`config.mk`:
```
export PLATFORM = sky130hd
export DESIGN_NAME = qpsk_p2s
export DESIGN_NICKNAME = d
export VERILOG_FILES = /design/src/rtl/qpsk_p2s.sv
export SDC_FILE = /design/constraint.sdc
export NUM_CORES = 1
export LEC_CHECK = 0
export ABC_CLOCK_PERIOD_IN_PS = 3700
export CAP_MARGIN = 5
export CORE_MARGIN = 2
export CORE_UTILIZATION = 45
export CTS_CLUSTER_DIAMETER = 200
export DETAILED_ROUTE_END_ITERATION = 10
export PLACE_DENSITY = 0.65
export SLEW_MARGIN = 25
export SYNTH_ARGS = -nofsm -noshare
export SYNTH_HDL_FRONTEND = slang
export SYNTH_SLANG_ARGS = --single-unit
```
`constraint.sdc`:
```
create_clock -name clk_8megahz -period 3.7 [get_ports clk_8megahz]
set_clock_uncertainty 0.05 [all_clocks]
set_input_delay 0.925 -clock clk_8megahz [delete_from_list [all_inputs] [get_ports clk_8megahz]]
set_output_delay 0.925 -clock clk_8megahz [all_outputs]
set_load 0.01 [all_outputs]
```
`src/rtl/qpsk_p2s.sv`:
```
// Re-serialises buffered QPSK (I, Q) symbol pairs into a BIT_DIV-cycle-per-bit stream.
// Latency 1..BIT_DIV cycles from push to first bit; sym_ready drops when the FIFO is full and extra symbols are dropped with a sticky overflow.
module qpsk_p2s #(
    parameter int BIT_DIV    = 4,
    parameter int FIFO_DEPTH = 4,
    parameter int I_FIRST    = 1
) (
    input  logic clk_8megahz,
    input  logic rst,
    input  logic sym_valid,
    input  logic sym_i,
    input  logic sym_q,
    output logic sym_ready,
    output logic binary_data,
    output logic bit_valid,
    output logic bit_strobe,
    output logic overflow,
    output logic underrun
);

    localparam int CNTW = (BIT_DIV > 1) ? $clog2(BIT_DIV) : 1;
    localparam int PW   = $clog2(FIFO_DEPTH);
    localparam int CW   = PW + 1;

    localparam logic [1:0] S_IDLE   = 2'd0;
    localparam logic [1:0] S_FIRST  = 2'd1;
    localparam logic [1:0] S_SECOND = 2'd2;

    logic [CNTW-1:0] cnt;
    logic            bit_end;
    logic [1:0]      mem [FIFO_DEPTH];
    logic [PW-1:0]   wr_ptr;
    logic [PW-1:0]   rd_ptr;
    logic [CW-1:0]   count;
    logic            fifo_empty;
    logic            push;
    logic            pop;
    logic [1:0]      head;
    logic            head_first;
    logic            head_second;
    logic [1:0]      state;
    logic            second_bit;

    assign bit_end     = (cnt == CNTW'(BIT_DIV - 1));
    assign sym_ready   = (count < CW'(FIFO_DEPTH));
    assign fifo_empty  = (count == '0);
    assign push        = sym_valid && sym_ready;
    assign pop         = bit_end && !fifo_empty && (state != S_FIRST);
    assign head        = mem[rd_ptr];
    assign head_first  = (I_FIRST != 0) ? head[1] : head[0];
    assign head_second = (I_FIRST != 0) ? head[0] : head[1];

    // Free-running bit timer; never gated so the bit grid stays fixed.
    always_ff @(posedge clk_8megahz) begin
        if (rst) begin
            cnt <= '0;
        end else if (bit_end) begin
            cnt <= '0;
        end else begin
            cnt <= cnt + CNTW'(1);
        end
    end

    always_ff @(posedge clk_8megahz) begin
        if (push) begin
            mem[wr_ptr] <= {sym_i, sym_q};
        end
    end

    always_ff @(posedge clk_8megahz) begin
        if (rst) begin
            wr_ptr <= '0;
            rd_ptr <= '0;
            count  <= '0;
        end else begin
            if (push) begin
                wr_ptr <= wr_ptr + PW'(1);
            end
            if (pop) begin
                rd_ptr <= rd_ptr + PW'(1);
            end
            case ({push, pop})
                2'b10:   count <= count + CW'(1);
                2'b01:   count <= count - CW'(1);
                default: count <= count;
            endcase
        end
    end

    always_ff @(posedge clk_8megahz) begin
        if (rst) begin
            state       <= S_IDLE;
            second_bit  <= 1'b0;
            binary_data <= 1'b0;
            bit_valid   <= 1'b0;
            bit_strobe  <= 1'b0;
            overflow    <= 1'b0;
            underrun    <= 1'b0;
        end else begin
            bit_strobe <= 1'b0;
            underrun   <= 1'b0;
            if (sym_valid && !sym_ready) begin
                overflow <= 1'b1;
            end
            if (bit_end) begin
                case (state)
                    S_FIRST: begin
                        state       <= S_SECOND;
                        binary_data <= second_bit;
                        bit_strobe  <= 1'b1;
                    end
                    S_IDLE, S_SECOND: begin
                        if (!fifo_empty) begin
                            state       <= S_FIRST;
                            binary_data <= head_first;
                            second_bit  <= head_second;
                            bit_valid   <= 1'b1;
                            bit_strobe  <= 1'b1;
                        end else begin
                            // Leaving SECOND with nothing queued ends the stream.
                            underrun    <= (state == S_SECOND);
                            state       <= S_IDLE;
                            binary_data <= 1'b0;
                            bit_valid   <= 1'b0;
                        end
                    end
                    default: begin
                        state       <= S_IDLE;
                        binary_data <= 1'b0;
                        bit_valid   <= 1'b0;
                    end
                endcase
            end
        end
    end

endmodule
```
==> impl_metrics.ini, run 1 <==
[status]
status = completed

[logic_synthesis]
avgSynthCellArea_sq_um = 11.1
synth-warning-count = 0
ys_seq_elements = 27
synth_nets = 114
synth_area_leaders = dfxtp_1, edfxtp_1, ha_1
synth_top_area_share_pct = 33.7
syn_area_sq_mm = 0.00113
yosysSeqAreaShare_pct = 54.9
ys_types = 30
yosys.area.top_type = dfxtp_1
synth_cells = 102

[layout]
finalNonFillerCells = 143
n_antenna_cell = 0
area_growth_pct = 13.6
drive_gt1_share_pct = 7.08
final_nets = 126
stdcell_area_sq_mm = 0.00128
final_core_util_pct = 52.8

[sta]
rsz0062_at_grt = false
max_clock_freq_mhz = 375
relSlewSlack_pct = 57.1
setup_violations = 0
worst_slew_pin_slew_ns = 0.641
finalCritPeriodShare_pct = 72.1
period_minus_slack_ns = 2.67
finalHoldViolCount = 0
slew_viol_final = 0
fin_ws_ns = 1.03
finalSetupTns_ns = 0

[global_routing]
top_usage_layer = met2
met1_usage_pct = 15.5
overflow = 0
grt_pass1_vias = 660
use_met3_pct = 2.50
grt_pass1_wl_microns = 2700
grt_max_degree = 19
grtUsageMet2_pct = 22.2
antenna_found_initial = 0
gr-usage-all-layers_pct = 13.5

[placed_design]
hpwl_microns = 1210
place_ws_ns = 0.671
dp.cells = 139
place_area_sq_mm = 0.00126
gp_congestion = 0.744
portBuffers = 10

[drt]
wl_per_cell_microns = 11.6
drt_iter0_drc = 6
drt_first_pass_iters = 3
vias = 726
drc = 0
vias_per_cell = 5.08
drt_wl_total_microns = 1650
ant_nets = 0

[power_and_ir_drop]
p_per_area_mw_per_mm2 = 411
p_leak_uw = 0.000466
peakVddDrop_mv = 0.210

[cts]
clock_latency_ns = 0.33
cts-htree-levels = 1
cts.sinks = 27
post_cts_buffers = 0
root_buffer = clkbuf_4
ctsResizeCount = 0
cts_tree = yes
ctsHoldBuffers = 0
cts_buffers = 3
clockBufferDepth = 2
clk_pin_slew_ns = 0.15

[critical_path]
critPathBufInv = 3
start_kind = input pin
cp.required_ns = 3.92
cp.arrival_ns = 2.88
crit_top_cell = inv_1
critPathMaxStageDelay_ns = 0.48
path_cells = clkdlybuf4s50_1, nor2b_1, inv_1, ha_1, inv_1, fa_1, xor2_1, or3_1, a21oi_1
worstSetupPathDepth = 9
slowest_stage = clkdlybuf4s50_1
critPathKind = in2reg
reg2regPathDepth = 9
critical_path.max_fanout = 7
cpLargestDelayFamily = simple AND/OR/NAND/NOR gates
endpoint_kind = flip-flop

[job]
maxCapViolCount = 0

[die]
die_w_microns = 54.1
num_rows = 18
num_io_pins = 11
start_util_pct = 46.5
coreArea_sq_mm = 0.00243
die_h_microns = 54.1
die_area_sq_mm = 0.00293

[hold_path]
hold_path.class = reg2reg
min_path_cells = 1
final cells by class:
type                       count  area, sq um
tap                           30         37.5
fill                         235         1150
clock inverter                 1         5.00
inverter                       8         30.0
multi-input combinational     64          468
clock buffer                   3         22.5
timing repair buffer          10          100
sequential                    27          621
routing by layer:
| layer | wire length (microns) | up-vias | share of wire [%] |
|---|---|---|---|
| li1 | - | 373 | - |
| met1 | 757 | 336 | 46 |
| met2 | 792 | 12 | 48 |
| met3 | 56 | 5 | 3.4 |
| met4 | 48 | 0 | 2.9 |
| met5 | 0 | - | 0 |
path summary, 6_finish.rpt:
| check | from | end | slack (ns) |
|---|---|---|---|
| max reg2reg | cnt[0] | count[2] | 1.31 |
| max | sym_valid | count[2] | 1.03 |
| min reg2reg | cnt[0] | cnt[0] | 0.38 |
| min | cnt[0] | cnt[0] | 0.38 |
sequential cells by signal (all words and copies together), names as in the netlist, named ones only:
signal / flops
second_bit: 1
cnt: 2
underrun: 1
wr_ptr: 2
rd_ptr: 2
state: 2
mem: 8
bit_valid: 1
binary_data: 1
bit_strobe: 1
count: 3
overflow: 1
cell usage in the layout, fill, tap and decap left out, types with 3 or more instances in the layout:
master,instances
dfxtp_1,19
a21oi_1,10
clkdlybuf4s50_1,10
nor2_1,8
edfxtp_1,8
inv_1,7
ha_1,6
nor2b_1,5
and2_1,4
nor3_1,3
nand2_1,3
o21ai_0,3
clkbuf_4,3
kinds of logic after synthesis:
group / count (synthesis) / share of synthesized area (%)
AND/OR/NAND/NOR: 34 / 16.9
flip-flops: 27 / 54.9
AO/OA/AOI/OAI: 16 / 7.86
buffers and inverters: 11 / 3.65
adder cells (fa/ha/maj): 7 / 8.42
multiplexers: 4 / 5.87
XOR/XNOR: 3 / 2.33
where the power goes:
| part | internal (uW) | switching [uW] |
|---|---|---|
| Sequential | 321 | 10.8 |
| Clock | 40.5 | 85.3 |
| Combinational | 31.9 | 38.0 |
| Total | 394 | 134 |
stage by stage:
stage          hold WS (ns)  power (uW)
2_1_floorplan         0.348         388
3_3_place_gp          0.357         407
3_5_place_dp          0.365         410
4_1_cts               0.388         537
5_1_grt               0.405         558
6_report              0.385         528
synth_stat cells (all sizes together):
library cell,count
mux4,2
inv,8
mux2,1
nor2,8
or2b,1
a2bb2oi,1
or3,2
nand2,3
xnor2,1
nand4,1
nand3,2
clkbuf,3
fa,1
ha,6
and3b,1
dfxtp,19
nor4b,1
a21oi,10
o21ai,3
o31ai,2
nor2b,5
mux2i,1
nor3b,1
or4,1
nand2b,1
and2,4
edfxtp,8
xor2,2
nor3,3
Power figures use the tool's default switching activity.
==> inputs of run 2 (changes only) <==
ABC_CLOCK_PERIOD_IN_PS = 2800   (was 3700)
clock period = 2.8 ns   (was 3.7 ns; I/O delays follow)
==> run 2 against run 1 <==
  * Global-route usage decreased by 0.14 points
  * Non-clock buffer count grew 2
  * Highest routed layer unchanged
  * Sequential power is 32% higher
==> impl_metrics.ini, run 2 (same netlist as run 1, synthesis figures left out) <==
[layout]
top_regs = mem: 8 flops, count: 3 flops
layout_commonest_cell = dfxtp_1
final_cell_mix = dfxtp_1, a21oi_1, clkdlybuf4s50_1
largest_register = mem
nFillCells = 226
final_nets = 128
drive_gt1_share_pct = 8.70
largest_reg_flops = 8
area_growth_pct = 15.0
final_core_util_pct = 53.4
n_antenna_cell = 0

[global_routing]
grt_max_degree = 16
grt_pass1_wl_microns = 2790
gr-usage-all-layers_pct = 13.3
grt_pass1_vias = 652
antenna_found_initial = 0
overflow = 0

[sta]
finalSetupTns_ns = 0
period_minus_slack_ns = 2.44
relSlewSlack_pct = 62.5
worst_slew_pin_slew_ns = 0.559
max_clock_freq_mhz = 410
slew_viol_final = 0
finalCritPeriodShare_pct = 87.0
fin_ws_ns = 0.363
finalHoldViolCount = 0
rsz0062_at_grt = false
setup_violations = 0

[cts]
ctsHoldBuffers = 0
root_buffer = clkbuf_4
cts-htree-levels = 1
cts_buffers = 3
clk_pin_slew_ns = 0.14
clock_latency_ns = 0.32
post_cts_buffers = 0
clockBufferDepth = 2
cts_tree = yes
cts.sinks = 27
ctsResizeCount = 0

[hold_path]
hold_path.class = reg2reg
hp-start = cnt[0]
min_to = cnt[0]
min_path_cells = 1

[die]
die_w_microns = 54.1
coreArea_sq_mm = 0.00243
die_area_sq_mm = 0.00293
start_util_pct = 46.5
num_io_pins = 11
num_rows = 18
die_h_microns = 54.1

[job]
maxCapViolCount = 0

[critical_path]
r2r_slack_ns = 0.36
reg2regPathDepth = 9
critPathKind = reg2reg
slowest_stage = fa_1
path_cells = ha_1, inv_2, nor3_1, ha_1, inv_1, fa_1, xor2_1, or3_1, a21oi_1
reg2reg_to = count[2]
critPathMaxStageDelay_ns = 0.37
r2r-start = cnt[0]
crit_top_cell = ha_1
endpoint_kind = flip-flop
critical_path.max_fanout = 8
cpLargestDelayFamily = adder cells
start_kind = flip-flop
critPathBufInv = 2
cp.arrival_ns = 2.65
cp.required_ns = 3.01

[drt]
vias = 746
drt_wl_total_microns = 1660
wl_per_cell_microns = 11.4
ant_nets = 0
drt_iter0_drc = 6
vias_per_cell = 5.14
drc = 0
drt_first_pass_iters = 4

[power_and_ir_drop]
p_per_area_mw_per_mm2 = 538
peakVddDrop_mv = 0.407
p_leak_uw = 0.000475

[placed_design]
gp_congestion = 0.724
place_ws_ns = 0.148
hpwl_microns = 1240
portBuffers = 10

[status]
status = completed
[run 2: changes by cell type in the layout (fill, tap and decap cells not counted)]
| cell | before | now |
|---|---|---|
| buf_4 | 0 | 2 |
[run 2: stage by stage]
step                      hold slack [ns]  area (sq um)  total power (uW)  std cells
after detailed placement            0.366          1270               544        141
after global routing                0.395          1300               734        145
after CTS                           0.387          1300               705        145
after global placement              0.358          1270               540        141
after floorplan                     0.348          1130               513        102
final                               0.382          1300               699        145
[run 2: cell type report]
class | count | area, sq um | share of cell area [%]
clock buffers | 3 | 22.5 | 1.73
clock inverters | 1 | 5.00 | 0.385
inverters | 8 | 30.0 | 2.31
multi-input cells | 64 | 468 | 36.0
flip-flops and latches | 27 | 621 | 47.8
well taps | 30 | 37.5 | 2.89
repair buffers | 12 | 115 | 8.86
[run 2: how the worst max path moves through the flow]
| stage | start | endpoint | cells past startpoint |
|---|---|---|---|
| after floorplan | sym_valid | count[2] | 9 |
| after global placement | sym_valid | count[2] | 9 |
| after detailed placement | sym_valid | count[2] | 9 |
| after CTS | cnt[0] | count[2] | 9 |
| after global routing | cnt[0] | count[2] | 9 |
| final | cnt[0] | count[2] | 9 |
[run 2: routing by layer]
layer / track usage (%) / up-vias / part of all wire (%)
met5: 0 / - / 0
met1: 18.7 / 347 / 49
met4: 6.25 / 0 / 1.9
met2: 19.7 / 17 / 44
li1: - / 378 / -
met3: 2.78 / 4 / 4.4
[run 2: report_power, final]
group | total [uW] | switching, uW | internal, uW | leakage (uW)
Clock | 165 | 112 | 53.5 | 0.0000177
Sequential | 438 | 13.8 | 424 | 0.000228
Combinational | 95.2 | 51.1 | 44.1 | 0.000230
Total | 699 | 177 | 522 | 0.000475
